File: config.mk
export PLATFORM = sky130hd
export DESIGN_NAME = pipe_stage_buffer
export DESIGN_NICKNAME = d
export VERILOG_FILES = /design/src/rtl/pipe_stage_buffer.sv
export SDC_FILE = /design/constraint.sdc
export NUM_CORES = 1
export LEC_CHECK = 0
export ABC_AREA = 0
export BUFFER_PORTS_ARGS = -buffer_cell sky130_fd_sc_hd__buf_4
export CORE_ASPECT_RATIO = 0.6
export CORE_UTILIZATION = 29
export CTS_BUF_LIST = sky130_fd_sc_hd__clkbuf_2
export DETAILED_ROUTE_END_ITERATION = 7
export GPL_TIMING_DRIVEN = 0
export SETUP_SLACK_MARGIN = 0.05
export SLEW_MARGIN = 20
export SYNTH_ARGS = -nofsm -noshare
export SYNTH_HDL_FRONTEND = slang
export SYNTH_SLANG_ARGS = --single-unit
File: constraint.sdc
create_clock -name clk -period 4.5 [get_ports clk]
set_input_delay 0.225 -clock clk [delete_from_list [all_inputs] [get_ports clk]]
set_output_delay 0.225 -clock clk [all_outputs]
set_load 0.005 [all_outputs]
File: src/rtl/pipe_stage_buffer.sv
// ---------------------------------------------------------------------------
// pipe_stage_buffer
//   Elastic buffer between two CPU pipeline stages. It holds up to DEPTH
//   payloads in a circular store and hands them on with valid/ready
//   handshakes on both sides. A flush input discards everything held, which
//   is used on branch/jump redirects. With PASSTHRU=1 an empty buffer
//   forwards its input to its output in the same cycle. With PASSTHRU=0 a
//   payload always spends at least one cycle in storage.
//
// Parameters
//   WIDTH    payload width in bits
//   DEPTH    number of storage entries (1..16, need not be a power of two)
//   PASSTHRU 1 = same-cycle forwarding when empty, 0 = registered only
//
// Ports
//   clk        rising-edge clock for all state
//   rst        asynchronous, active-high reset
//   flush      synchronous discard of all held entries
//   in_valid   producer offers in_data
//   in_ready   buffer accepts in_data this cycle
//   in_data    payload from the upstream stage
//   out_valid  out_data holds a valid entry
//   out_ready  consumer takes out_data this cycle
//   out_data   oldest held entry, or the bypassed input
//   count      number of held entries
// ---------------------------------------------------------------------------
module pipe_stage_buffer #(
  parameter int WIDTH    = 32,
  parameter int DEPTH    = 2,
  parameter int PASSTHRU = 0
) (
  input  logic                       clk,
  input  logic                       rst,
  input  logic                       flush,
  input  logic                       in_valid,
  output logic                       in_ready,
  input  logic [WIDTH-1:0]           in_data,
  output logic                       out_valid,
  input  logic                       out_ready,
  output logic [WIDTH-1:0]           out_data,
  output logic [$clog2(DEPTH+1)-1:0] count
);

  localparam int PW = (DEPTH > 1) ? $clog2(DEPTH) : 1;
  localparam int CW = $clog2(DEPTH + 1);
  localparam bit PT = (PASSTHRU != 0);

  logic [WIDTH-1:0] r_mem [DEPTH];
  logic [PW-1:0]    r_wr_ptr;
  logic [PW-1:0]    r_rd_ptr;
  logic [CW-1:0]    r_count;

  logic w_has_data;
  logic w_bypass;
  logic w_push;
  logic w_pop;

  // Pointer advance with explicit wrap so non-power-of-two depths work.
  function automatic logic [PW-1:0] f_next_ptr(input logic [PW-1:0] p);
    return (p == PW'(DEPTH - 1)) ? '0 : p + 1'b1;
  endfunction

  assign w_has_data = (r_count != '0);

  // in_ready looks only at occupancy and flush, never at out_ready, so a
  // full buffer does not accept even when it is being drained this cycle.
  assign in_ready  = (r_count < CW'(DEPTH)) && !flush;
  assign out_valid = !flush && (w_has_data || (PT && in_valid));

  // Forwarded payload is consumed directly and never written to storage.
  assign w_bypass = PT && !w_has_data && in_valid && out_ready && !flush;
  assign w_push   = in_valid && in_ready && !w_bypass;
  assign w_pop    = out_valid && out_ready && w_has_data;

  assign out_data = (w_has_data || !PT) ? r_mem[r_rd_ptr] : in_data;
  assign count    = r_count;

  // Storage is not reset; its contents are only observed when count > 0.
  generate
    for (genvar gi = 0; gi < DEPTH; gi++) begin : g_entry
      always_ff @(posedge clk) begin
        if (w_push && (r_wr_ptr == PW'(gi))) begin
          r_mem[gi] <= in_data;
        end
      end
    end
  endgenerate

  // Flush gates in_ready and out_valid, so push/pop are already suppressed;
  // the explicit branch additionally returns both pointers to zero.
  always_ff @(posedge clk or posedge rst) begin
    if (rst) begin
      r_wr_ptr <= '0;
      r_rd_ptr <= '0;
      r_count  <= '0;
    end else if (flush) begin
      r_wr_ptr <= '0;
      r_rd_ptr <= '0;
      r_count  <= '0;
    end else begin
      if (w_push) begin
        r_wr_ptr <= f_next_ptr(r_wr_ptr);
      end
      if (w_pop) begin
        r_rd_ptr <= f_next_ptr(r_rd_ptr);
      end
      case ({w_push, w_pop})
        2'b10:   r_count <= r_count + 1'b1;
        2'b01:   r_count <= r_count - 1'b1;
        default: r_count <= r_count;
      endcase
    end
  end

endmodule

==> flow_metrics.py, run 1 <==
metrics = {
    "run_status": {
        "status": "finished clean",
    },
    "drt": {
        "drt-vias-per-instance": 4.16,
        "wire_per_inst_um": 14.0,
        "vias": 1527,
        "dr.pass1.iters": 4,
        "drt_wl_total_um": 5150,
        "drt_iter0_drc": 63,
        "drcViolationCount": 0,
        "ant_nets": 0,
    },
    "pwr": {
        "ir_drop_mv": 0.178,
        "comb_power_share": 0.172,
        "pwr-share-seq": 0.607,
        "p_sw_mw": 0.280,
        "switching_share": 0.233,
        "clockPowerShare": 0.221,
        "internal-power_mw": 0.923,
        "leakage_nw": 1.54,
        "p_total_mw": 1.20,
        "power_density_nw_per_um2": 312,
    },
    "clock_tree": {
        "h-tree-depth": 3,
        "cts_root_buffer": "clkbuf_2",
        "cts_resized": 0,
        "clkSlewWorstSetupHoldPaths_ps": 150,
        "tritoncts": "built",
        "post_cts_buffers": 0,
        "clk_path_buf_depth": 2,
        "cts_made_buffers": 9,
        "clock-sinks": 68,
        "insertion_delay_ps": 490,
    },
    "finish": {
        "post_layout_nonfiller_instances": 367,
        "final_area_um2": 3850,
        "drive_gt1_frac": 0.529,
        "n_antenna_cell": 0,
        "layout.nets": 288,
        "area_growth_pct": 43.8,
        "final_common_cell": "buf_4",
        "fin_util": 0.442,
        "final_cell_mix": "77 x buf_4, 64 x edfxtp_1, 35 x dlygate4sd3_1, 29 x mux2_4, 11 x clkbuf_2",
    },
    "flow_run": {
        "maxCapViolCount": 0,
    },
    "critical_path": {
        "critPathLaunch": "r_rd_ptr",
        "critPathMaxStageDelay_ps": 390,
        "cp_num_buf_inv": 3,
        "crit_fanout": 10,
        "cp_top_family": "buffers and inverters",
        "crit_path_end_kind": "primary output",
        "critPathSlowestCell": "dfrtp_1",
        "worst-r2r-setup-slack_ps": 2650,
        "crit_arrival_ps": 1670,
        "r2r-start": "count[1]",
        "crit_top_cell": "buf_6",
        "start_kind": "flop",
        "crit_chain": "buf_6, buf_6, mux2_4, buf_4",
        "required_ps": 4280,
        "r2r-end": "r_mem[1][26]",
        "crit_type": "reg2out",
        "rr_worst_depth": 4,
    },
    "synthesis": {
        "yosysSeqAreaShare": 0.754,
        "yosysWarnings": 0,
        "synth_seq_cells": 68,
        "synthesis.area_um2": 2680,
        "synth_area_leaders": "edfxtp_1 72%, mux2_4 16%, dfrtp_1 3.7%",
        "synth_top_cell_by_area": "edfxtp_1",
        "syn_nets": 163,
        "postSynthAreaPerCell_um2": 21.3,
        "synth_top_area_share": 0.717,
        "synth_cells": 126,
        "synthDistinctLibCells": 19,
    },
    "grt": {
        "grt_pass1_vias": 1646,
        "antenna_found_initial": 0,
        "grt_pass1_wl_um": 8310,
        "overflow": 0,
        "groute.usage.overall": 0.117,
        "grt_max_degree": 11,
    },
    "hold_path": {
        "hp-class": "in2reg",
        "holdPathStages": 4,
        "holdPathEnd": "r_wr_ptr",
        "hp-start": "in_valid",
    },
    "sta": {
        "fin_crit_sh": 0.420,
        "tightestPinTransition_ps": 608,
        "holdWs_ps": 132,
        "slew_violations": 0,
        "min_period_ps": 1890,
        "relSlewSlack": 0.592,
        "rsz0062_at_grt": "no",
        "finalSetupViolCount": 0,
        "fin_skew_ps": 16.4,
        "hold_viol": 0,
        "max_clock_freq_mhz": 529,
    },
    "place": {
        "dp.cells": 317,
        "gp_congestion": 0.682,
        "hpwl_um": 3530,
        "io_buffers": 71,
        "postPlaceCellArea_um2": 3430,
    },
    "floorplan": {
        "ios": 73,
        "die-area_um2": 9640,
        "rows": 26,
        "fp.dieH_um": 76.5,
        "die_x_um": 126,
        "coreArea_um2": 8720,
        "start_util": 0.307,
    },
}
[routing by layer]
| layer | part of all wire | routed length (µm) | GRT usage | up-vias |
|---|---|---|---|---|
| met3 | 0.070 | 362 | 0.0590 | 3 |
| met4 | 0.0058 | 30 | 0.0361 | 0 |
| met5 | 0 | 0 | 0 | - |
| met1 | 0.46 | 2380 | 0.142 | 737 |
| li1 | - | - | - | 733 |
| met2 | 0.46 | 2370 | 0.182 | 54 |
[through the flow]
step	setup WS, ps	setup TNS, ps
3_5_place_dp	2600	0
3_3_place_gp	-680	-33530
2_1_floorplan	1030	0
6_report	2610	0
5_1_grt	2480	0
4_1_cts	2530	0
[tightest hold or removal path: cells and delay by family]
kind	cells	cell delay [ps]
buffers and inverters	1	100
XOR/XNOR	1	140
AND/OR/NAND/NOR	2	130
[kinds of logic after synthesis]
group | synth area share
buf+inv | 0.0224
xor+xnor | 0.00654
mux | 0.179
compound gates | 0.0107
simple gates | 0.0271
flops | 0.754
[power groups by stage]
stage	logic, mW	registers, mW	clock network [mW]
6_report	0.207	0.730	0.266
4_1_cts	0.211	0.730	0.289
3_5_place_dp	0.185	0.745	0
2_1_floorplan	0.0903	0.744	0
3_3_place_gp	0.177	0.747	0
5_1_grt	0.223	0.733	0.310
[layout make-up]
class	instances	area, µm²
multi-input cells	52	608
clock inverters	4	17.5
fillers	791	4860
inverters	1	3.75
plain buffers	5	56.3
repair buffers	114	951
flip-flops and latches	68	2020
well taps	112	140
clock buffers	11	55.1
[cells in the mapped netlist]
| library cell | n |
|---|---|
| edfxtp_1 | 64 |
| mux2_4 | 29 |
| buf_6 | 5 |
| nor2_1 | 5 |
| dfrtp_1 | 4 |
| mux2_2 | 3 |
| a21oi_1 | 2 |
| o21ai_0 | 2 |
| xor2_1 | 2 |
| a21o_2 | 1 |
| and2b_2 | 1 |
| inv_1 | 1 |
| mux2i_1 | 1 |
| nand2_1 | 1 |
| nand2b_4 | 1 |
| nor2b_1 | 1 |
| nor3_1 | 1 |
| nor3b_1 | 1 |
| or2b_2 | 1 |
[how the worst max path moves through the flow]
stage | to | slack, ps | cells after the start
3_5_place_dp | r_mem[0][21] | 2600 | 4
4_1_cts | out_data[31] | 2530 | 4
6_report | out_data[31] | 2610 | 4
5_1_grt | out_data[16] | 2480 | 4
2_1_floorplan | r_mem[1][0] | 1030 | 2
3_3_place_gp | r_mem[1][21] | -680 | 2
[state kept, by name, summed over array words and instances (netlist names)]
register,count
count,2
r_mem,64
r_rd_ptr,1
r_wr_ptr,1
[repair_timing]
item	4_1_cts	5_1_grt
endpoints found under the setup margin	0	0
endpoints found under the hold margin	72	0
hold buffers	35	0
Power figures use the tool's default switching activity.
==> inputs of run 2 (changes only) <==
Clock period 4.5 ns to 1.62 ns, I/O delays scaled along.
==> flow_metrics.py, run 2 (synthesis results as in run 1) <==
metrics = {
    "sta": {
        "relSlewSlack": 0.831,
        "rsz0062_at_grt": "yes",
        "fin_skew_ps": 13.5,
        "finalSetupViolCount": 32,
        "hold_viol": 0,
        "min_period_ps": 1700,
        "max_clock_freq_mhz": 590,
        "slew_violations": 0,
        "fin_crit_sh": 1.05,
        "tightestPinTransition_ps": 253,
        "setup_slack_ps": -75.5,
    },
    "floorplan": {
        "die_x_um": 126,
        "ios": 73,
        "coreArea_um2": 8720,
        "fp.dieH_um": 76.5,
        "start_util": 0.307,
        "die-area_um2": 9640,
        "rows": 26,
    },
    "critical_path": {
        "start_kind": "flop",
        "crit_path_end_kind": "primary output",
        "crit_arrival_ps": 1610,
        "required_ps": 1540,
        "cp_top_family": "buffers and inverters",
        "crit_fanout": 10,
        "crit_chain": "buf_6, buf_12, mux2_4, buf_6",
        "critPathMaxStageDelay_ps": 410,
        "crit_top_cell": "buf_6",
        "crit_type": "reg2out",
        "cp_num_buf_inv": 3,
        "critPathSlowestCell": "dfrtp_1",
    },
    "grt": {
        "overflow": 0,
        "grt_pass1_wl_um": 8780,
        "groute.usage.overall": 0.124,
        "grt_pass1_vias": 1776,
        "grt_max_degree": 15,
        "antenna_found_initial": 1,
    },
    "drt": {
        "drt_iter0_drc": 72,
        "ant_nets": 0,
        "dr.pass1.iters": 4,
        "wire_per_inst_um": 14.4,
        "drcViolationCount": 0,
        "drt-vias-per-instance": 4.13,
        "drt_wl_total_um": 5420,
        "vias": 1557,
    },
    "flow_run": {
        "maxCapViolCount": 0,
    },
    "clock_tree": {
        "clkSlewWorstSetupHoldPaths_ps": 170,
        "cts_made_buffers": 9,
        "cts_root_buffer": "clkbuf_2",
        "clock-sinks": 68,
        "clk_path_buf_depth": 2,
        "insertion_delay_ps": 490,
        "tritoncts": "built",
        "h-tree-depth": 3,
    },
    "finish": {
        "final_cell_mix": "64 x edfxtp_1, 51 x buf_4, 37 x dlygate4sd3_1, 32 x buf_6, 29 x mux2_4",
        "fin_util": 0.471,
        "area_growth_pct": 53.3,
        "drive_gt1_frac": 0.545,
        "final_common_cell": "edfxtp_1",
        "largest_register": "r_mem",
        "largest_reg_flops": 64,
        "layout.nets": 296,
    },
    "pwr": {
        "leakage_nw": 1.64,
        "power_density_nw_per_um2": 844,
        "p_total_mw": 3.47,
        "ir_drop_mv": 0.442,
    },
    "place": {
        "gp_congestion": 0.678,
        "hpwl_um": 3510,
        "io_buffers": 71,
    },
    "run_status": {
        "violations": "setup timing",
        "status": "complete, but fails checks",
    },
    "hold_path": {
        "hp-class": "in2reg",
    },
}
run 2: changes by cell type in the layout (fill, tap and decap cells not counted), sizes merged:
cell	delta
clkbuf	+1
diode	+1
dlygate4sd3	+2
buf	+6
run 2: cell type report:
type,instances,area (µm²)
Clock buffer,12,60.1
Fill cell,753,4610
Tap cell,112,140
Sequential cell,68,2020
Inverter,1,3.75
Clock inverter,4,17.5
Multi-Input combinational cell,52,623
Antenna cell,1,2.50
Buffer,5,82.6
Timing Repair Buffer,122,1160
run 2: through the flow:
step	std cells	hold slack (ps)	instance area (µm²)	setup TNS [ps]	setup slack (ps)
4_1_cts	375	225	4100	-4130	-139
6_report	377	299	4110	-2020	-75.5
5_1_grt	377	224	4110	-5320	-180
3_3_place_gp	309	-8.46	3380	-48460	-828
2_1_floorplan	126	-153	2700	-15970	-298
3_5_place_dp	313	-5.22	3430	-2750	-121
run 2: worst paths after layout:
check | slack, ps | startpoint | to | depth (start not counted)
min in group asynchronous | 570 | rst | count[0] | 4
worst max-delay path | -80 | r_rd_ptr | out_data[3] | 4
worst min register to register | 660 | count[0] | count[1] | 2
worst max register to register | 140 | count[1] | r_mem[1][0] | 4
max in group asynchronous | 870 | rst | count[1] | 4
worst min-delay path | 300 | in_data[24] | r_mem[1][24] | 2
run 2: routing by layer:
layer,vias to the layer above,track usage,part of all wire
met5,-,0,0
met4,0,0.0470,0.014
met3,9,0.0541,0.057
met2,43,0.207,0.49
met1,753,0.141,0.44
li1,752,-,-
run 2: what timing repair did:
action,CTS,global route
setup buffers,7,2
cloned,1,0
setup endpoints to repair,85,46
pin swaps,2,0
endpoints found under the hold margin,73,0
resized for setup,36,3
hold buffers,38,0
run 2: power breakdown:
group          switching (mW)  internal (mW)  leakage [nW]
combinational           0.235          0.446         0.936
sequential             0.0247           2.01         0.638
clock                   0.552          0.207        0.0608
